===== src/rtl/tmds_period_scheduler.sv =====
// tmds_period_scheduler
//   Chooses the TMDS channel period for every pixel clock (control, video
//   preamble/guard band, active video, data-island preamble/guard/packet) and
//   arbitrates packet sources for data-island slots in horizontal blanking.
// Ports
//   clk       pixel clock
//   reset_n   asynchronous active-low reset
//   hcount    pixel counter 0..H_TOTAL-1 from the timing generator
//   vcount    line counter 0..V_TOTAL-1 from the timing generator
//   pkt_req   level request per packet source, held until granted
//   pkt_gnt   one-hot 1-clock grant: source owns the next 32-clock packet slot
//   period    0 CTRL,1 VID_PRE,2 VID_GB,3 VIDEO,4 DI_PRE,5 DI_GB_LEAD,6 DI_DATA,7 DI_GB_TRAIL
//   ctl       CTL3..0 for the encoders
//   pkt_word  word index 0..31 inside the current packet
//   pkt_first high on the first DI_DATA clock of an island
// All outputs are registered one clock after the hcount/vcount they describe.
module tmds_period_scheduler #(
    parameter int unsigned H_ACTIVE = 640,
    parameter int unsigned H_TOTAL  = 800,
    parameter int unsigned V_ACTIVE = 480,
    parameter int unsigned V_TOTAL  = 525,
    parameter int unsigned DI_START = 660,
    parameter int unsigned MAX_PKT  = 2,
    parameter int unsigned N_SRC    = 2
) (
    input  logic             clk,
    input  logic             reset_n,
    input  logic [9:0]       hcount,
    input  logic [9:0]       vcount,
    input  logic [N_SRC-1:0] pkt_req,
    output logic [N_SRC-1:0] pkt_gnt,
    output logic [2:0]       period,
    output logic [3:0]       ctl,
    output logic [4:0]       pkt_word,
    output logic             pkt_first
);

    localparam int unsigned RRW = (N_SRC > 1) ? $clog2(N_SRC) : 1;
    localparam logic [9:0] HA      = 10'(H_ACTIVE);
    localparam logic [9:0] VA      = 10'(V_ACTIVE);
    localparam logic [9:0] VA_M1   = 10'(V_ACTIVE - 1);
    localparam logic [9:0] VT_M1   = 10'(V_TOTAL - 1);
    localparam logic [9:0] HT_M1   = 10'(H_TOTAL - 1);
    localparam logic [9:0] HT_M2   = 10'(H_TOTAL - 2);
    localparam logic [9:0] HT_M3   = 10'(H_TOTAL - 3);
    localparam logic [9:0] HT_M10  = 10'(H_TOTAL - 10);
    localparam logic [9:0] DI_H    = 10'(DI_START);

    typedef enum logic [2:0] {
        S_IDLE, S_PRE, S_GB_LEAD, S_DATA, S_GB_TRAIL
    } di_state_e;

    typedef enum logic [2:0] {
        P_CTRL = 3'd0, P_VID_PRE = 3'd1, P_VID_GB = 3'd2, P_VIDEO = 3'd3,
        P_DI_PRE = 3'd4, P_DI_GB_LEAD = 3'd5, P_DI_DATA = 3'd6, P_DI_GB_TRAIL = 3'd7
    } period_e;

    di_state_e        st_q, st_d;
    logic [2:0]       cnt_q, cnt_d;
    logic [2:0]       npk_q, npk_d;
    logic [1:0]       pidx_q, pidx_d;
    logic [RRW-1:0]   rr_q, rr_d;
    logic [9:0]       hprev_q, hprev_d;
    period_e          period_q, period_d;
    logic [3:0]       ctl_q, ctl_d;
    logic [N_SRC-1:0] pkt_gnt_q, pkt_gnt_d;
    logic [4:0]       pkt_word_q, pkt_word_d;
    logic             pkt_first_q, pkt_first_d;

    logic [2:0]       pop;
    logic [2:0]       npk_fit;
    logic [N_SRC-1:0] arb_gnt;
    logic [RRW-1:0]   arb_rr;
    logic             arb_found;
    logic             nlv;
    logic             h_cont;
    logic [9:0]       h_exp;
    logic             last_pkt;

    // Packets in the island: requesters capped at MAX_PKT, then trimmed so the
    // island still ends before the video preamble.
    always_comb begin
        pop     = '0;
        npk_fit = '0;
        for (int unsigned i = 0; i < N_SRC; i++) begin
            pop = pop + 3'(pkt_req[i]);
        end
        for (int unsigned n = 1; n <= MAX_PKT; n++) begin
            if ((3'(n) <= pop) && (DI_START + 12 + 32 * n <= H_TOTAL - 10)) begin
                npk_fit = 3'(n);
            end
        end
    end

    // Round-robin: first live requester at or after the pointer.
    always_comb begin
        int unsigned idx;
        idx       = 0;
        arb_gnt   = '0;
        arb_rr    = rr_q;
        arb_found = 1'b0;
        for (int unsigned i = 0; i < N_SRC; i++) begin
            idx = (int'(rr_q) + i) % N_SRC;
            if (!arb_found && pkt_req[idx]) begin
                arb_found    = 1'b1;
                arb_gnt[idx] = 1'b1;
                arb_rr       = RRW'((idx + 1) % N_SRC);
            end
        end
    end

    assign nlv      = (vcount == VT_M1) || (vcount < VA_M1);
    assign h_exp    = (hprev_q == HT_M1) ? '0 : hprev_q + 10'd1;
    assign h_cont   = (hcount == h_exp);
    assign last_pkt = ({1'b0, pidx_q} == (npk_q - 3'd1));

    always_comb begin
        st_d        = st_q;
        cnt_d       = cnt_q;
        npk_d       = npk_q;
        pidx_d      = pidx_q;
        rr_d        = rr_q;
        hprev_d     = hcount;
        pkt_gnt_d   = '0;
        pkt_word_d  = '0;
        pkt_first_d = 1'b0;
        period_d    = P_CTRL;
        ctl_d       = '0;

        case (st_q)
            S_IDLE: begin
                if ((hcount == DI_H) && (npk_fit != '0)) begin
                    st_d  = S_PRE;
                    cnt_d = '0;
                    npk_d = npk_fit;
                end
            end
            S_PRE: begin
                if (cnt_q == 3'd7) begin
                    st_d  = S_GB_LEAD;
                    cnt_d = '0;
                end else begin
                    cnt_d = cnt_q + 3'd1;
                end
            end
            S_GB_LEAD: begin
                if (cnt_q == 3'd0) begin
                    // Entering the last guard clock: first slot is granted here.
                    cnt_d     = 3'd1;
                    pkt_gnt_d = arb_gnt;
                    rr_d      = arb_rr;
                end else begin
                    st_d        = S_DATA;
                    pidx_d      = '0;
                    pkt_first_d = 1'b1;
                end
            end
            S_DATA: begin
                pkt_word_d = pkt_word_q + 5'd1;
                if (pkt_word_q == 5'd31) begin
                    if (last_pkt) begin
                        st_d  = S_GB_TRAIL;
                        cnt_d = '0;
                    end else begin
                        pidx_d = pidx_q + 2'd1;
                    end
                end
                // Word 31 of a non-final packet grants the following slot.
                if ((pkt_word_q == 5'd30) && !last_pkt) begin
                    pkt_gnt_d = arb_gnt;
                    rr_d      = arb_rr;
                end
            end
            S_GB_TRAIL: begin
                if (cnt_q == 3'd1) begin
                    st_d = S_IDLE;
                end else begin
                    cnt_d = cnt_q + 3'd1;
                end
            end
            default: st_d = S_IDLE;
        endcase

        // Video timing owns the line end; a broken hcount sequence also kills
        // the island. A suppressed grant must not advance the pointer.
        if ((st_q != S_IDLE) && (!h_cont || (hcount >= HT_M10))) begin
            st_d        = S_IDLE;
            pkt_gnt_d   = '0;
            pkt_first_d = 1'b0;
            rr_d        = rr_q;
        end

        if (st_d != S_DATA) begin
            pkt_word_d = '0;
        end

        case (st_d)
            S_PRE:      period_d = P_DI_PRE;
            S_GB_LEAD:  period_d = P_DI_GB_LEAD;
            S_DATA:     period_d = P_DI_DATA;
            S_GB_TRAIL: period_d = P_DI_GB_TRAIL;
            default:    period_d = P_CTRL;
        endcase

        if (nlv && (hcount >= HT_M10) && (hcount <= HT_M3)) begin
            period_d = P_VID_PRE;
        end else if (nlv && (hcount >= HT_M2)) begin
            period_d = P_VID_GB;
        end else if ((hcount < HA) && (vcount < VA)) begin
            period_d = P_VIDEO;
        end

        if (period_d == P_VID_PRE) begin
            ctl_d = 4'b0001;
        end else if (period_d == P_DI_PRE) begin
            ctl_d = 4'b0101;
        end
    end

    always_ff @(posedge clk or negedge reset_n) begin
        if (!reset_n) begin
            st_q        <= S_IDLE;
            cnt_q       <= '0;
            npk_q       <= '0;
            pidx_q      <= '0;
            rr_q        <= '0;
            hprev_q     <= '0;
            period_q    <= P_CTRL;
            ctl_q       <= '0;
            pkt_gnt_q   <= '0;
            pkt_word_q  <= '0;
            pkt_first_q <= 1'b0;
        end else begin
            st_q        <= st_d;
            cnt_q       <= cnt_d;
            npk_q       <= npk_d;
            pidx_q      <= pidx_d;
            rr_q        <= rr_d;
            hprev_q     <= hprev_d;
            period_q    <= period_d;
            ctl_q       <= ctl_d;
            pkt_gnt_q   <= pkt_gnt_d;
            pkt_word_q  <= pkt_word_d;
            pkt_first_q <= pkt_first_d;
        end
    end

    assign period    = period_q;
    assign ctl       = ctl_q;
    assign pkt_gnt   = pkt_gnt_q;
    assign pkt_word  = pkt_word_q;
    assign pkt_first = pkt_first_q;

endmodule


===== config.mk =====
export PLATFORM = sky130hd
export DESIGN_NAME = tmds_period_scheduler
export DESIGN_NICKNAME = d
export VERILOG_FILES = /design/src/rtl/tmds_period_scheduler.sv
export SDC_FILE = /design/constraint.sdc
export NUM_CORES = 1
export LEC_CHECK = 0
export ABC_AREA = 1
export CAP_MARGIN = 10
export CORE_ASPECT_RATIO = 0.7
export CORE_MARGIN = 4
export CORE_UTILIZATION = 35
export DETAILED_ROUTE_END_ITERATION = 16
export GPL_TIMING_DRIVEN = 0
export PLACE_DENSITY = 0.7
export SETUP_SLACK_MARGIN = 0.05
export SLEW_MARGIN = 10
export SYNTH_ARGS = -nofsm -noshare
export SYNTH_HDL_FRONTEND = slang
export SYNTH_SLANG_ARGS = --single-unit

===== constraint.sdc =====
create_clock -name clk -period 1.8 [get_ports clk]
set_clock_uncertainty 0.1 [all_clocks]
set_input_delay 0.45 -clock clk [delete_from_list [all_inputs] [get_ports clk]]
set_output_delay 0.45 -clock clk [all_outputs]
set_load 0.03 [all_outputs]

* Word-level counts from Yosys, hierarchy flattened *
Index checks and enable logic that the tools add are counted.

storage, ports and cells
  flip-flop bits (word level) = 37
  output and inout bits = 15

cells by class
  add/sub/neg operators = 8
  $lt $le $gt $ge = 12
  equal/unequal tests = 28
  mux-type cells = 53
  bitwise gates (word level) = 2
  reduce and logical (&&, ||, !) cells = 25

operators with widths
  operator                                                                        count
  3-bit two-way mux                                                               18
  10-bit == test (second input constant)                                          3
  3-bit case mux with 5 select lines                                              2
  10-bit >= comparator (second input constant)                                    2
  10-bit by 9-bit less-than comparator with 1-bit output (second input constant)  2
  2-bit two-way mux                                                               9
  2-bit != test (second input constant)                                           8
  1-bit two-way mux                                                               15
  3-bit by 1-bit == test with 1-bit output (second input constant)                4
  3-bit by 2-bit == test with 1-bit output (second input constant)                4
  3-bit == test (second input constant)                                           4
  3-bit case mux with 4 select lines                                              1
  10-bit by 1-bit adder with 10-bit output (second input constant)                1
  10-bit == test                                                                  1
  5-bit == test (second input constant)                                           2
  10-bit less-or-equal comparator (second input constant)                         1
  1-bit logical AND                                                               10
  10-bit less-than comparator (second input constant)                             1
  10-bit two-way mux                                                              1
  5-bit two-way mux                                                               2
  2-bit case mux with 2 select lines                                              2
  4-bit AND reduction                                                             2
  3-bit logical NOT                                                               2
  6-bit AND reduction                                                             1
  22 further kinds                                                                30

* Logic depth before layout (Yosys ltp) *
Gate-level depths: netlist of the first run.

  depth in word-level cells = 17
  depth in mapped cells = 16
  depth with buffers taken out = 16

* Least setup slack after synthesis of the first run *
OpenSTA, ideal clock, no wires.

  path type = reg2reg
  from = register hprev_q[0]
  to = register ctl_q[0] (netlist: ctl[0])
  setup time = 0.124 ns
  arrival time = 1.785 ns
  required time = 1.576 ns
  slack = -0.209 ns
  cell stages (with the launch flop) = 15
  path buffers = 1
  period minus slack after synthesis = 2.009 ns
  path through = dfrtp_1 ha_1 nand2_1 nor2_4 nand2_2 buf_6 nand3_1 nand2_1 nand3_1 nor2_1 nand3_2 nand2_4 nand2_1 nand3_1 o21bai_2

between the ends
  cells in the longest elaborated chain, start to end = 15

ends and longest elaborated chain
  what                                                                        RTL line  source
  start, declared                                                             63        logic [9:0] hprev_q, hprev_d;
  start signal, assigned                                                      239       hprev_q <= hprev_d;
  10-bit by 1-bit adder with 10-bit output or 10-bit == test (tied branches)  113       assign h_exp = (hprev_q == HT_M1) ? '0 : hprev_q + 10'd1;
  10-bit two-way mux (*)                                                      113
  10-bit == test (*)                                                          114       assign h_cont = (hcount == h_exp);
  1-bit logical NOT (*)                                                       186       if ((st_q != S_IDLE) && (!h_cont || (hcount >= HT_M10))) begin
  1-bit logical OR (*)                                                        186
  1-bit logical AND (*)                                                       186
  3-bit two-way mux (*)                                                       186
  3-bit == test, or another cell as far along                                 197       case (st_d)
  3-bit case mux with 4 select lines (*)                                      197
  3-bit two-way mux (*)                                                       209       end else if ((hcount < HA) && (vcount < VA)) begin
  3-bit two-way mux (*)                                                       207       end else if (nlv && (hcount >= HT_M2)) begin
  3-bit two-way mux (*)                                                       205       if (nlv && (hcount >= HT_M10) && (hcount <= HT_M3)) begin
  3-bit == test                                                               215       end else if (period_d == P_DI_PRE) begin
  3-bit two-way mux                                                           215
  3-bit two-way mux (*)                                                       213       if (period_d == P_VID_PRE) begin
  named net ctl_d[0]                                                          65        logic [3:0] ctl_q, ctl_d;
  end signal, assigned                                                        241       ctl_q <= ctl_d;
  end, declared                                                               65

The timed path passes the listed nets; every way through them passes the cells marked *.
A chain may end at the register's enable or synchronous reset.

* Final worst setup path of the first run *
  from = register hprev_q[1]
  to = register rr_q

between the ends
  cells in the longest elaborated chain, start to end = 8

ends and longest elaborated chain
  what                                                                        RTL line  source
  10-bit by 1-bit adder with 10-bit output or 10-bit == test (tied branches)  113
  10-bit two-way mux (*)                                                      113
  10-bit == test (*)                                                          114
  1-bit logical NOT (*)                                                       186
  1-bit logical OR (*)                                                        186
  1-bit logical AND (*)                                                       186
  1-bit NOT (no line) (*)                                                     n/a
  4-bit AND reduction (no line) (*)                                           n/a
  end signal, assigned                                                        238       rr_q <= rr_d;
  end, declared                                                               62        logic [RRW-1:0] rr_q, rr_d;

Mark *: on every way between the ends. The rest lies on a longest branch, timed or not.

==> results.txt, run 1 <==
Run status - finished, violations left
Failing checks - setup timing
Maxcap violations - 0
Worst-path clk slew - 0.08 ns
ANT cells - 0
WL final - 6020 um
H-tree depth - 2
Adder-cell share of the synthesized area - 6.16%
Cell Area, Synth - 2230 sq um
PortBufs - 36
TritonCTS clock tree - done
Maximum clock insertion buffer count - 2
Number of synthesized register bits - 34
Main combinational cell family by area after synthesis - simple AND/OR/NAND/NOR gates
Worst-skew pair later-pin latency - 0.29 ns
Post-synth top area cell - dfrtp_1
Complex-gate fraction of the synthesized area - 6.67%
CP Class - register to register
Die Area - 7740 sq um
WL per Instance - 13.5 um
Post-route antenna net violation count - 0
Row count - 24
Fin Hold WS - 0.134 ns
Vias per inst - 4.89
Primary FF master, synth - dfrtp_1
Critical Path AT - 2.37 ns
Final worst path period need - 2.30 ns
Max-Slew Margin vs Limit - 48.6%
Pre-CTS WS - -0.818 ns
Final Max Tran Viols - 0
Hold_buf cts - 0
Avg Cell Area, Syn - 7.40 sq um
Via count - 2186
Post-synth ARST share - 100%
Synth top area cells - dfrtp_1 38%, nand2_1 12%, inv_1 9.7%
Area delta synth->final - 41.3%
Placed Cells incl. Taps - 417
Critical Path Fanout Max - 6
CTS buffer count - 5
FF-to-FF Start - hprev_q[1]
Post-synth EDFFs - 0
# nets final - 403
Unrepaired setup endpoints after global routing - true
R2R cell count - 12
FMAX - 434 MHz
Non-filler cells in the finished layout - 447
Hold Vio Cnt, Final - 0
Post-synthesis simple-gate area fraction - 35.6%
Vias in the first global route - 1985
Mux contribution to synthesized area - 1.01%
Period utilization - 128%
Area share of the largest cell type after synthesis - 38.1%
LEAKAGE - 1.68 nW
DRC - 0
DP Area - 2710 sq um
Final instance area - 3160 sq um
Synth unique cells - 34
First-pass GRT wire length - 9000 um
Setup ws final - -0.502 ns
Critical path endpoint category - register
Worst min-delay path category - input port to asynchronous set/reset pin
DPL Wire Length - 3970 um
Worst vdd ir - 0.000255 V
Worst slew pin tran - 0.771 ns
Initial antenna violation count - 0
PwrDens - 643 nW/um^2
Capture point of the worst reg-to-reg path - rr_q
Yosys Warn Count - 0
Worst setup SP type - register
Post-Synth XOR/XNOR Area - 1.18%
Chip width - 103 um
RD Place Congestion - 0.927
Effective utilization at floorplan - 35.9%
Die height - 74.8 um
Clock sink count - 34
Fillers - 581
Root Driver - clkbuf_8
Setup violators final - 18
FF-to-FF setup slack - -0.50 ns
Syn Inst Count - 302
Core box area - 6220 sq um
Seq/Total Area, Yosys - 38.1%
GR Overflow Total - 0
Iter 0 DRT Violations - 128
Share of layout cells above drive strength 1 - 31.2%
CP required - 1.86 ns
Sum Neg Setup Slack - -6.87 ns
IO Pins - 39
GRT Util Overall - 15.2%
Largest net degree at the start of global routing - 35
First drt pass iteration count - 4
-- Yosys cell counts, types with 2 or more instances --
library cell / number
o21ai_0: 12
o22ai_1: 2
buf_4: 2
nand2_4: 2
nor2_2: 5
a21oi_1: 4
nor2_1: 21
xnor2_1: 2
nor3_1: 7
nand3_2: 3
nor4_1: 3
dfrtp_1: 34
nand2_2: 4
ha_1: 11
mux2_2: 2
o31ai_1: 2
inv_1: 58
nand3_1: 32
nand4_1: 8
nand2_1: 74
-- metal layers --
| layer | global-route usage [%] | part of all wire [%] | vias up |
|---|---|---|---|
| li1 | - | - | 1092 |
| met1 | 22.4 | 48 | 1039 |
| met2 | 21.7 | 46 | 51 |
| met3 | 4.17 | 6.1 | 4 |
| met4 | 4.17 | 0.70 | 0 |
| met5 | 0 | 0 | - |
-- flip-flops by register name, indices dropped and copies added (netlist names) --
name and count:
rr_q 1, pkt_first 1, st_q 3, pkt_word 5, ctl 2, hprev_q 10, pkt_gnt 2, period 3
npk_q 2, pidx_q 2, cnt_q 3
-- logic make-up after synthesis --
family                   count (synthesis)
AND/OR/NAND/NOR                        164
AO/OA/AOI/OAI                           25
XOR/XNOR                                 3
adder cells (fa/ha/maj)                 11
other                                    1
multiplexers                             2
buffers and inverters                   62
flip-flops                              34
-- worst max-delay path by stage --
stage	to	from	depth (start not counted)
floorplan	pkt_word[2]	hprev_q[0]	16
global placement	ctl[0]	hcount[6]	14
detailed placement	pkt_word[2]	hcount[6]	14
CTS	pkt_word[2]	hprev_q[1]	16
global route	rr_q	hprev_q[1]	13
finish	rr_q	hprev_q[1]	12
-- metrics by stage --
step / total power (W) / util (%)
2_1_floorplan: 0.00110 / -
3_3_place_gp: 0.00125 / 43.6
3_5_place_dp: 0.00126 / 43.5
4_1_cts: 0.00198 / 47.6
5_1_grt: 0.00214 / 50.8
6_report: 0.00203 / 50.8
-- layout make-up --
| cell class | instances | area (sq um) | area share [%] |
|---|---|---|---|
| Timing Repair Buffer | 58 | 477 | 15.1 |
| Sequential cell | 34 | 855 | 27.1 |
| Tap cell | 78 | 97.6 | 3.09 |
| Multi-Input combinational cell | 207 | 1370 | 43.4 |
| Clock buffer | 7 | 76.3 | 2.42 |
| Clock inverter | 1 | 30.0 | 0.952 |
| Inverter | 59 | 224 | 7.10 |
| Buffer | 3 | 26.3 | 0.833 |
-- placed cells by master (no fill, tap or decap), types with 3 or more instances in the layout --
cell type / Yosys / layout
nor2_2: 5 / 9
nand4_1: 8 / 8
nand3_1: 32 / 28
nand3_2: 3 / 6
o21ai_0: 12 / 7
inv_2: 1 / 14
nor3_2: 1 / 4
clkbuf_2: 0 / 7
buf_2: 0 / 3
nand2_2: 4 / 8
buf_6: 1 / 5
buf_4: 2 / 20
ha_1: 11 / 7
dlygate4sd2_1: 0 / 13
nor3_1: 7 / 3
clkbuf_8: 0 / 5
dfrtp_1: 34 / 31
o21ai_1: 0 / 3
nand2_1: 74 / 66
clkdlybuf4s50_1: 0 / 10
nand2_4: 2 / 5
dfrtp_2: 0 / 3
inv_1: 58 / 44
nor2_4: 1 / 5
nor2_1: 21 / 13
-- worst max-delay path, stage by stage (launching register included) --
cell and delay [ns]:
dfrtp_1 0.43, ha_4 0.18, nand2_4 0.05, nor2_4 0.21
inv_1 0.09, nand3b_1 0.10, nand2_1 0.06, nor2_1 0.14
nand2_2 0.08, nor2_4 0.14, nand3_4 0.12, o31ai_1 0.33
o41ai_2 0.13
-- power by group --
part	internal (W)	leakage, nW	switching [W]
sequential	0.000816	0.439	0.0000369
combinational	0.000186	1.18	0.000290
clock	0.000415	0.0524	0.000287
total	0.00142	1.68	0.000613
-- what timing repair did --
item                       in CTS  in global routing
gates cloned                    1                  0
setup endpoints to repair      37                 25
buffers inserted               12                 10
resized for setup              62                 58
pin swaps                      13                 15
(Power assumes the default switching activity.)
==> run 2, diff against run 1 <==
- CORE_UTILIZATION: 35 -> 45
- PLACE_DENSITY: 0.7 -> 0.83
==> run 2 against run 1 <==
The run still ends with setup timing left. Non-clock buffer count decreased by 6. Combinational power increased by 1%. Power increased by 0.35%. First-iteration DRC count increased by 26%. Utilization increased by 15 points. Global-route usage increased by 4.3 points. Sequential power about the same. Final cell count decreased by 3.4%. Critical endpoint is now ctl[0].
==> results.txt, run 2 (same netlist as run 1, synthesis figures left out) <==
Run status - finished, violations left
Failing checks - setup timing
LEAKAGE - 1.65 nW (-1.8%)
RD Place Congestion - 0.896 (-3.4%)
Clk network pwr share - 34.5% (about the same)
Setup ws final - -0.466 ns (+0.0351 ns)
Critical path endpoint category - register
Die Area - 6170 sq um (-20%)
Period utilization - 126% (-2.0 points)
Final worst path period need - 2.27 ns (-0.0351 ns)
H-tree depth - 2 (unchanged)
Fin Hold WS - 0.131 ns (-0.00300 ns)
GR Overflow Total - 0 (unchanged)
DPL Wire Length - 4000 um (+0.87%)
Final Max Tran Viols - 0 (unchanged)
P_sw - 0.000635 W (+3.6%)
Most frequent CP cell - nand2_4
Critical Path Fanout Max - 6 (unchanged)
Core box area - 4780 sq um (-23%)
Hold_buf cts - 0 (unchanged)
Unrepaired setup endpoints after global routing - true
Share of layout cells above drive strength 1 - 33.6% (+2.4 points)
Area delta synth->final - 41.5%
Worst min-delay path category - input port to asynchronous set/reset pin
Sequential power share - 41.8% (-0.2 points)
TritonCTS clock tree - done
Commonest non-fill, non-tap cell in the layout - nand2_1
Initial antenna violation count - 0 (unchanged)
Post-route antenna net violation count - 0 (unchanged)
Net Sw Frac - 31.2% (+0.96 points)
DRC - 0 (unchanged)
Largest Register - hprev_q
Row count - 21 (-13%)
Maxcap violations - 0 (unchanged)
Vias in the first global route - 2049 (+3.2%)
Fillers - 372 (-36%)
Chip width - 92.2 um (-11%)
Max-Slew Margin vs Limit - 47.8% (-0.79 points)
Max reg flops - 10 (unchanged)
Setup violators final - 17 (-1)
Maximum clock insertion buffer count - 2 (unchanged)
Vias per inst - 5.15 (+5.3%)
Largest net degree at the start of global routing - 35 (unchanged)
Root Driver - clkbuf_8
Die height - 66.9 um (-11%)
Hold Vio Cnt, Final - 0 (unchanged)
Worst-path clk slew - 0.07 ns (about the same)
WL per Instance - 14.0 um (+3.9%)
Iter 0 DRT Violations - 161 (+26%)
IO Pins - 39 (unchanged)
FMAX - 441 MHz (+1.5%)
Gate power share - 23.6% (+0.2 points)
PortBufs - 36 (unchanged)
Crit path cell chain - ha_4 > nand2_4 > nor2_4 > nand2_4 > buf_6 > nand4_1 > nand3_2 > nor2_2 > nand3_2 > nand2_4 > nand2_4 > nand2_4 > nand3_4 > o21bai_4
Critical Path AT - 2.38 ns (about the same)
CTS buffer count - 5 (unchanged)
# nets final - 397 (-1.5%)
WL final - 6040 um (+0.38%)
Pwr Total - 0.00204 W (+0.35%)
First drt pass iteration count - 4 (unchanged)
GRT Util Overall - 19.4% (+4.3 points)
Worst path max stage delay - 0.41 ns (-0.02 ns)
CP required - 1.92 ns (+0.06 ns)
Pre-CTS WS - -0.860 ns (-0.0418 ns)
Worst setup SP type - register
Worst slew pin tran - 0.783 ns (+0.0118 ns)
First-pass GRT wire length - 9320 um (+3.5%)
CP Class - register to register
Int Power - 0.00140 W (-1.0%)
Worst-skew pair later-pin latency - 0.29 ns (about the same)
Commonest non-fill, non-tap cells in the layout - 63 x nand2_1, 44 x inv_1, 30 x dfrtp_1, 23 x nand3_1
ANT cells - 0 (unchanged)
Clock sink count - 34 (unchanged)
Crit-path slowest cell - dfrtp_1
Worst vdd ir - 0.000310 V (+21%)
PwrDens - 645 nW/um^2 (+0.24%)
Effective utilization at floorplan - 46.7% (+11 points)
Via count - 2225 (+1.8%)
-- run 2: cell count changes in the layout (fill, tap and decap cells not counted), moves of 3 or more --
cell and delta:
buf_4 -5, nand3_1 -5, nand3_2 +4, nor2_2 +4
inv_2 -3, nand2_1 -3
-- run 2: worst paths after layout --
path / start / endpoint / slack [ns] / cells after the start
max: hprev_q[0] / ctl[0] / -0.47 / 14
min in group clk: hcount[2] / hprev_q[2] / 0.22 / 1
min reg2reg: rr_q / rr_q / 0.42 / 1
min: reset_n / npk_q[0] / 0.13 / 1
max in group asynchronous: reset_n / pkt_word[0] / 0.91 / 1
max reg2reg: hprev_q[0] / ctl[0] / -0.47 / 14
-- run 2: power by group through the flow --
stage               Combinational, W  Sequential, W  Clock [W]
floorplan                   0.000226       0.000876          0
global placement            0.000381       0.000860          0
detailed placement          0.000394       0.000862          0
CTS                         0.000422       0.000849   0.000714
global route                0.000534       0.000858   0.000740
finish                      0.000481       0.000852   0.000704
-- run 2: per-layer routing --
| metal | GRT usage [%] | wire [um] |
|---|---|---|
| met1 | 26.0 | 2670 |
| met2 | 31.8 | 2870 |
| met3 | 3.95 | 422 |
| met4 | 5.93 | 72 |
| met5 | 0 | 0 |
-- run 2: repair_timing --
action / 4_1_cts / 5_1_grt
pin swaps: 16 / 20
setup endpoints to repair: 37 / 24
hold endpoints to repair: 0 / 0
gates resized for setup: 63 / 70
setup buffers: 8 / 7
cloned: 1 / 0
-- run 2: final cells by class --
| cell class | instances | area, sq um | share of cell area, % |
|---|---|---|---|
| clock inverters | 3 | 40.0 | 1.27 |
| plain buffers | 3 | 26.3 | 0.832 |
| well taps | 69 | 86.3 | 2.73 |
| flip-flops and latches | 34 | 856 | 27.1 |
| clock buffers | 5 | 68.8 | 2.18 |
| repair buffers | 52 | 433 | 13.7 |
| inverters | 59 | 233 | 7.37 |
| multi-input cells | 207 | 1420 | 44.8 |
-- run 2: metrics by stage --
step / setup TNS [ns] / cells / cell area (sq um) / utilization, %
CTS: -4.78 / 425 / 2930 / 61.4
finish: -6.26 / 432 / 3160 / 66.1
global placement: -32.86 / 408 / 2700 / 56.4
floorplan: -1.30 / 303 / 2250 / -
detailed placement: -15.21 / 408 / 2690 / 56.3
global route: -8.16 / 432 / 3160 / 66.1
-- run 2: critical path: cells and delay by family, from the launching register on --
kind / cells / cell delay, ns
AO/OA/AOI/OAI: 1 / 0.16
flip-flops: 1 / 0.41
adder cells (fa/ha/maj): 1 / 0.18
AND/OR/NAND/NOR: 11 / 1.19
buffers and inverters: 1 / 0.14
==> run 3, diff against run 2 <==
- CTS_CLUSTER_SIZE: not set -> 16
- GPL_TIMING_DRIVEN: 0 -> not set
==> run 3 against run 2 <==
Register-to-register slack better by 0.06 ns. First-iteration DRC count is 6.8% higher. The run still ends with setup timing left. Critical endpoint is now pkt_word[0]. Hold slack better by 0.11 ns. Power is 0.31% lower. Largest cell class unchanged. Global-route usage is 3.5 points higher. Utilization is 7.6 points higher. Die area stayed put.
==> results.txt, run 3 (same netlist as run 1, synthesis figures left out) <==
First-pass GRT wire length - 11000 um (+18%)
Core box area - 4780 sq um (unchanged)
Failing checks - setup timing
Area delta synth->final - 57.8%
Row count - 21 (unchanged)
Maximum clock insertion buffer count - 2 (unchanged)
TritonCTS clock tree - done
RD Place Congestion - 0.930 (+3.8%)
Share of layout cells above drive strength 1 - 40.3% (+6.7 points)
Period utilization - 123% (-3.3 points)
CP Class - register to register
Root Driver - clkbuf_8
FF-to-FF setup slack - -0.41 ns (+0.06 ns)
IO Pins - 39 (unchanged)
Unrepaired setup endpoints after global routing - true
Critical Path Fanout Max - 7 (+1)
Register area - 853 sq um (-0.29%)
Chip width - 92.2 um (unchanged)
Crit path cell chain - ha_4 > nand2_4 > nor2_4 > nand2_4 > nand2_2 > nand2_1 > nand2_1 > nand3_2 > nor2_2 > nand3_2 > nand2_4 > nand2_4 > inv_4 > nand3_4 > nor2_2
Pre-CTS WS - -0.737 ns (+0.123 ns)
Highest routed layer - met4
Fin Hold WS - 0.242 ns (+0.111 ns)
ANT cells - 0 (unchanged)
Crit-path slowest cell - dfrtp_1
FF-to-FF Start - hprev_q[1]
Placed Cells incl. Taps - 463 (+13%)
PortBufs - 36 (unchanged)
Maxcap violations - 0 (unchanged)
Final Max Tran Viols - 0 (unchanged)
Hold EP - hprev_q[3]
First drt pass iteration count - 5 (+1)
Area of the multi-input gates - 1380 sq um (-2.3%)
Capture point of the worst reg-to-reg path - pkt_word[0]
Critical path endpoint category - register
WL final - 7030 um (+16%)
Effective utilization at floorplan - 46.7% (unchanged)
Die Area - 6170 sq um (unchanged)
PwrDens - 576 nW/um^2 (-11%)
R2R cell count - 15 (+1)
Critical Path AT - 2.33 ns (-0.05 ns)
Wire length on met1 - 3010 um (+13%)
Largest net degree at the start of global routing - 35 (unchanged)
Worst vdd ir - 0.000451 V (+45%)
Setup ws final - -0.407 ns (+0.0591 ns)
Initial antenna violation count - 0 (unchanged)
Worst-path clk slew - 0.07 ns (about the same)
GRT Util Overall - 22.9% (+3.5 points)
Pwr Total - 0.00203 W (-0.31%)
CP required - 1.93 ns (about the same)
DRC - 0 (unchanged)
Met2 Wirelength - 3370 um (+17%)
Iter 0 DRT Violations - 172 (+6.8%)
WHS Path Cells - 1
Vias in the first global route - 2417 (+18%)
Final worst path period need - 2.21 ns (-0.0591 ns)
Fillers - 339 (-8.9%)
Setup violators final - 19 (+2)
Worst path max stage delay - 0.40 ns (about the same)
Die height - 66.9 um (unchanged)
Vias per inst - 5.19 (+0.78%)
Worst setup SP type - register
H-tree depth - 2 (unchanged)
WL per Instance - 14.5 um (+4.0%)
GR Overflow Total - 0 (unchanged)
Clock sink count - 34 (unchanged)
Run status - finished, violations left
Post-route antenna net violation count - 0 (unchanged)
DR WL met3 - 478 um (+13%)
Via count - 2507 (+13%)
Largest Register - hprev_q
DPL Wire Length - 4630 um (+16%)
Max reg flops - 10 (unchanged)
Commonest non-fill, non-tap cells in the layout - 64 x nand2_1, 62 x buf_4, 45 x inv_1, 32 x dfrtp_1, 25 x nand3_1
Worst-skew pair later-pin latency - 0.30 ns (about the same)
# nets final - 448 (+13%)
FMAX - 453 MHz (+2.7%)
Non-filler cells in the finished layout - 483 (+12%)
LEAKAGE - 1.88 nW (+14%)
Commonest non-fill, non-tap cell in the layout - nand2_1
Worst min-delay path category - input port to register
Most frequent CP cell - nand2_4
Hold Vio Cnt, Final - 0 (unchanged)
CTS buffer count - 5 (unchanged)
Min-delay src - hcount[3]
[run 3: cell types whose count changed in the layout (fill, tap and decap cells not counted), sizes merged]
| cell | previous run | this run |
|---|---|---|
| clkinvlp | 1 | 0 |
| clkdlybuf4s15 | 3 | 5 |
| clkinv | 2 | 1 |
| buf | 22 | 70 |
| inv | 58 | 59 |
| clkdlybuf4s50 | 10 | 11 |
| bufinv | 1 | 0 |
| nand2 | 80 | 81 |
| dlymetal6s2s | 0 | 1 |
[run 3: timing repair]
action	in CTS	in global routing
resized for setup	80	41
setup buffers	7	4
gates cloned	1	0
setup endpoints to repair	37	26
hold buffers	0	0
pin swaps	10	12
[run 3: per-stage QoR]
step | instance area (sq um) | setup TNS, ns | utilization (%)
global placement | 3120 | -10.92 | 65.3
global route | 3520 | -8.41 | 73.7
finish | 3520 | -5.82 | 73.7
floorplan | 2250 | -1.30 | -
detailed placement | 3120 | -13.59 | 65.3
CTS | 3390 | -4.68 | 71.0
[run 3: layout make-up]
cell class / count / share of cell area, %
Sequential cell: 34 / 24.2
Multi-Input combinational cell: 208 / 39.3
Timing Repair Buffer: 105 / 25.0
Tap cell: 69 / 2.45
Clock buffer: 7 / 2.45
Inverter: 59 / 6.50
Clock inverter: 1 / 0.142
[run 3: where the power goes]
group	switching (W)	internal [W]
registers	0.0000387	0.000815
logic	0.000321	0.000250
clock network	0.000296	0.000309
total	0.000656	0.00137
[run 3: how the worst max path moves through the flow]
stage          startpoint           to  slack, ns
2_1_floorplan  hprev_q[0]  pkt_word[2]      -0.16
3_3_place_gp   pkt_req[0]  pkt_word[2]      -0.59
3_5_place_dp    hcount[7]  pkt_word[2]      -0.74
4_1_cts        hprev_q[0]  pkt_word[0]      -0.34
5_1_grt        hprev_q[0]  pkt_word[0]      -0.55
6_report       hprev_q[1]  pkt_word[0]      -0.41
[run 3: per-layer routing]
metal,track usage [%],vias to the layer above
met5,0,-
met4,7.59,0
met3,4.51,18
met2,39.4,110
met1,29.1,1191
li1,-,1188
[run 3: critical path: cells and delay by family (launching register included)]
| kind | cells | cell delay [ns] |
|---|---|---|
| flops | 1 | 0.40 |
| simple gates | 13 | 1.40 |
| fa+ha+maj | 1 | 0.17 |
| buf+inv | 1 | 0.07 |
==> patch (config.mk and constraints of run 3) <==
The 5 states of `di_state_e` get a Gray code encoding in 3 bits.
--- a/src/rtl/tmds_period_scheduler.sv
+++ b/src/rtl/tmds_period_scheduler.sv
@@ -49,3 +49,3 @@
     typedef enum logic [2:0] {
-        S_IDLE, S_PRE, S_GB_LEAD, S_DATA, S_GB_TRAIL
+        S_IDLE = 3'b000, S_PRE = 3'b001, S_GB_LEAD = 3'b011, S_DATA = 3'b010, S_GB_TRAIL = 3'b110
     } di_state_e;
Behaviour: no difference found for any inputs over 10 cycles, from zero or initial values and one cycle with reset_n low; not proved beyond that.
==> patch against run 3 <==
The run still ends with negative setup slack left; sequential cell count unchanged; critical path depth is the same; area after synthesis decreased by 0.84%; hold slack got worse by 17 ps; worst setup slack got worse by 13 ps; sequential share of layout area grew 2.2 points; global-route usage decreased by 1.9 points; total power shrank 9.0%; cell area shrank 8.5%; wire length decreased by 14%; fmax fell by 0.57%; critical endpoint is now ctl[0]; largest power group unchanged; highest routed layer unchanged.
==> patch: results (changes against run 3) <==
Global routing
  • GRT Overall Usage: 21.0% (-1.9 points)
  • Vias in the first global route: 2248 (-7.0%)
  • First-pass GRT wire length: 9.99 mm (-9.0%)

Yosys
  • Commonest cells in the netlist: nand2_1 (74), inv_1 (61), dfrtp_1 (34)
  • Syn Area/Cell: 7.26 µm² (-1.8%)
  • Sequential fraction of the synthesis area: 38.4% (+0.32 points)
  • Synth area leaders: dfrtp_1 (38%), nand2_1 (13%), inv_1 (10%), ha_1 (6.2%), nor2_1 (5.6%)
  • Distinct cells, synth: 35 (+2.9%)

Pwr
  • Clock Power: 0.613 mW (+1%)
  • Maximum vdd drop: 0.339 mV (-25%)
  • PwrDens: 573 nW/µm² (-0.58%)
  • LEAKAGE: 1.76 nW (-6.5%)
  • Sw Share: 30.1% (-2.2 points)

Cells and area
  • Layout cell share with drive strength beyond 1: 25.4% (-15 points)
  • Layout fillers: 360 (+6.2%)

Timing
  • Setup Viol. Count Final: 20 (+1)
  • Hold_ws: 225 ps (-17.4 ps)
  • Final setup margin: -420 ps (-12.6 ps)

Worst setup path
  • Launch point of the worst reg-to-reg path: hprev_q[0]
  • Worst flop-to-flop path endpoint: ctl[0]
  • Slowest cell on the critical path: dfrtp_1
  • Crit Path Max Fanout: 6 (-1)
  • Slowest Stage Delay on Critical Path: 430 ps (+30 ps)
  • Arr. time, crit path: 2310 ps (-20 ps)

Drt
  • Via/cell ratio: 5.00 (-3.7%)
  • Via count: 2294 (-8.5%)
  • Routed WL: 6.05 mm (-14%)

Min path
  • Hold path startpoint: hcount[5]
  • Hold path endpoint: hprev_q[5]

Placed design
  • Placer Congestion: 0.866 (-6.9%)
  • Pre-CTS WS: -709 ps (+27.5 ps)
  • Placed Cells: 445 (-3.9%)
  • DPL Wire Length: 4.38 mm (-5.4%)

Status
  • Run status: finished, violations left
  • Violated checks: negative setup slack
[patch: cell types whose count changed in the layout (fill, tap and decap cells not counted), sizes merged, moves of 3 or more]
cell / delta
buf: -28
nand3: -14
nor2: +8
dlygate4sd2: +7
clkdlybuf4s15: -4
a21oi: +3
clkbuf: -3
nand4: +3
nor4: -3
[patch: repair_timing]
action                                  CTS  global route
cloned                                    1             0
gates resized for setup                  50            16
setup buffers                             4             2
hold buffers                              0             0
hold endpoints to repair                  0             0
endpoints found under the setup margin   37            24
pin swaps                                 6             4
[patch: worst max-delay path by stage]
stage / from / end / slack, ps / depth (start not counted)
3_5_place_dp: hcount[6] / ctl[0] / -710 / 17
2_1_floorplan: hprev_q[0] / ctl[0] / -210 / 17
4_1_cts: hprev_q[0] / ctl[0] / -350 / 16
6_report: hprev_q[0] / ctl[0] / -420 / 15
5_1_grt: hprev_q[1] / ctl[0] / -550 / 16
3_3_place_gp: hcount[2] / ctl[0] / -600 / 11
[patch: logic make-up after synthesis]
kind of cell	after synthesis	share of synthesized area (%)
multiplexers	3	1.47
AO/OA/AOI/OAI	26	7.12
buffers and inverters	64	11.5
XOR/XNOR	3	1.19
other	1	0.169
AND/OR/NAND/NOR	163	33.9
flip-flops	34	38.4
adder cells (fa/ha/maj)	11	6.21
[patch: metal layers]
metal	track usage, %	routed length [µm]	vias to the layer above	part of all wire, %
met1	26.5	2750	1045	45
met5	0	0	-	0
li1	-	-	1142	-
met2	36.3	2800	94	46
met4	6.67	108	0	1.8
met3	4.29	400	13	6.6
[patch: area by class of cell]
cell class	instances	share of cell area (%)
repair buffers	78	21.1
clock inverters	2	0.388
well taps	69	2.68
inverters	61	7.18
flip-flops and latches	34	26.5
multi-input cells	209	39.6
clock buffers	6	2.56
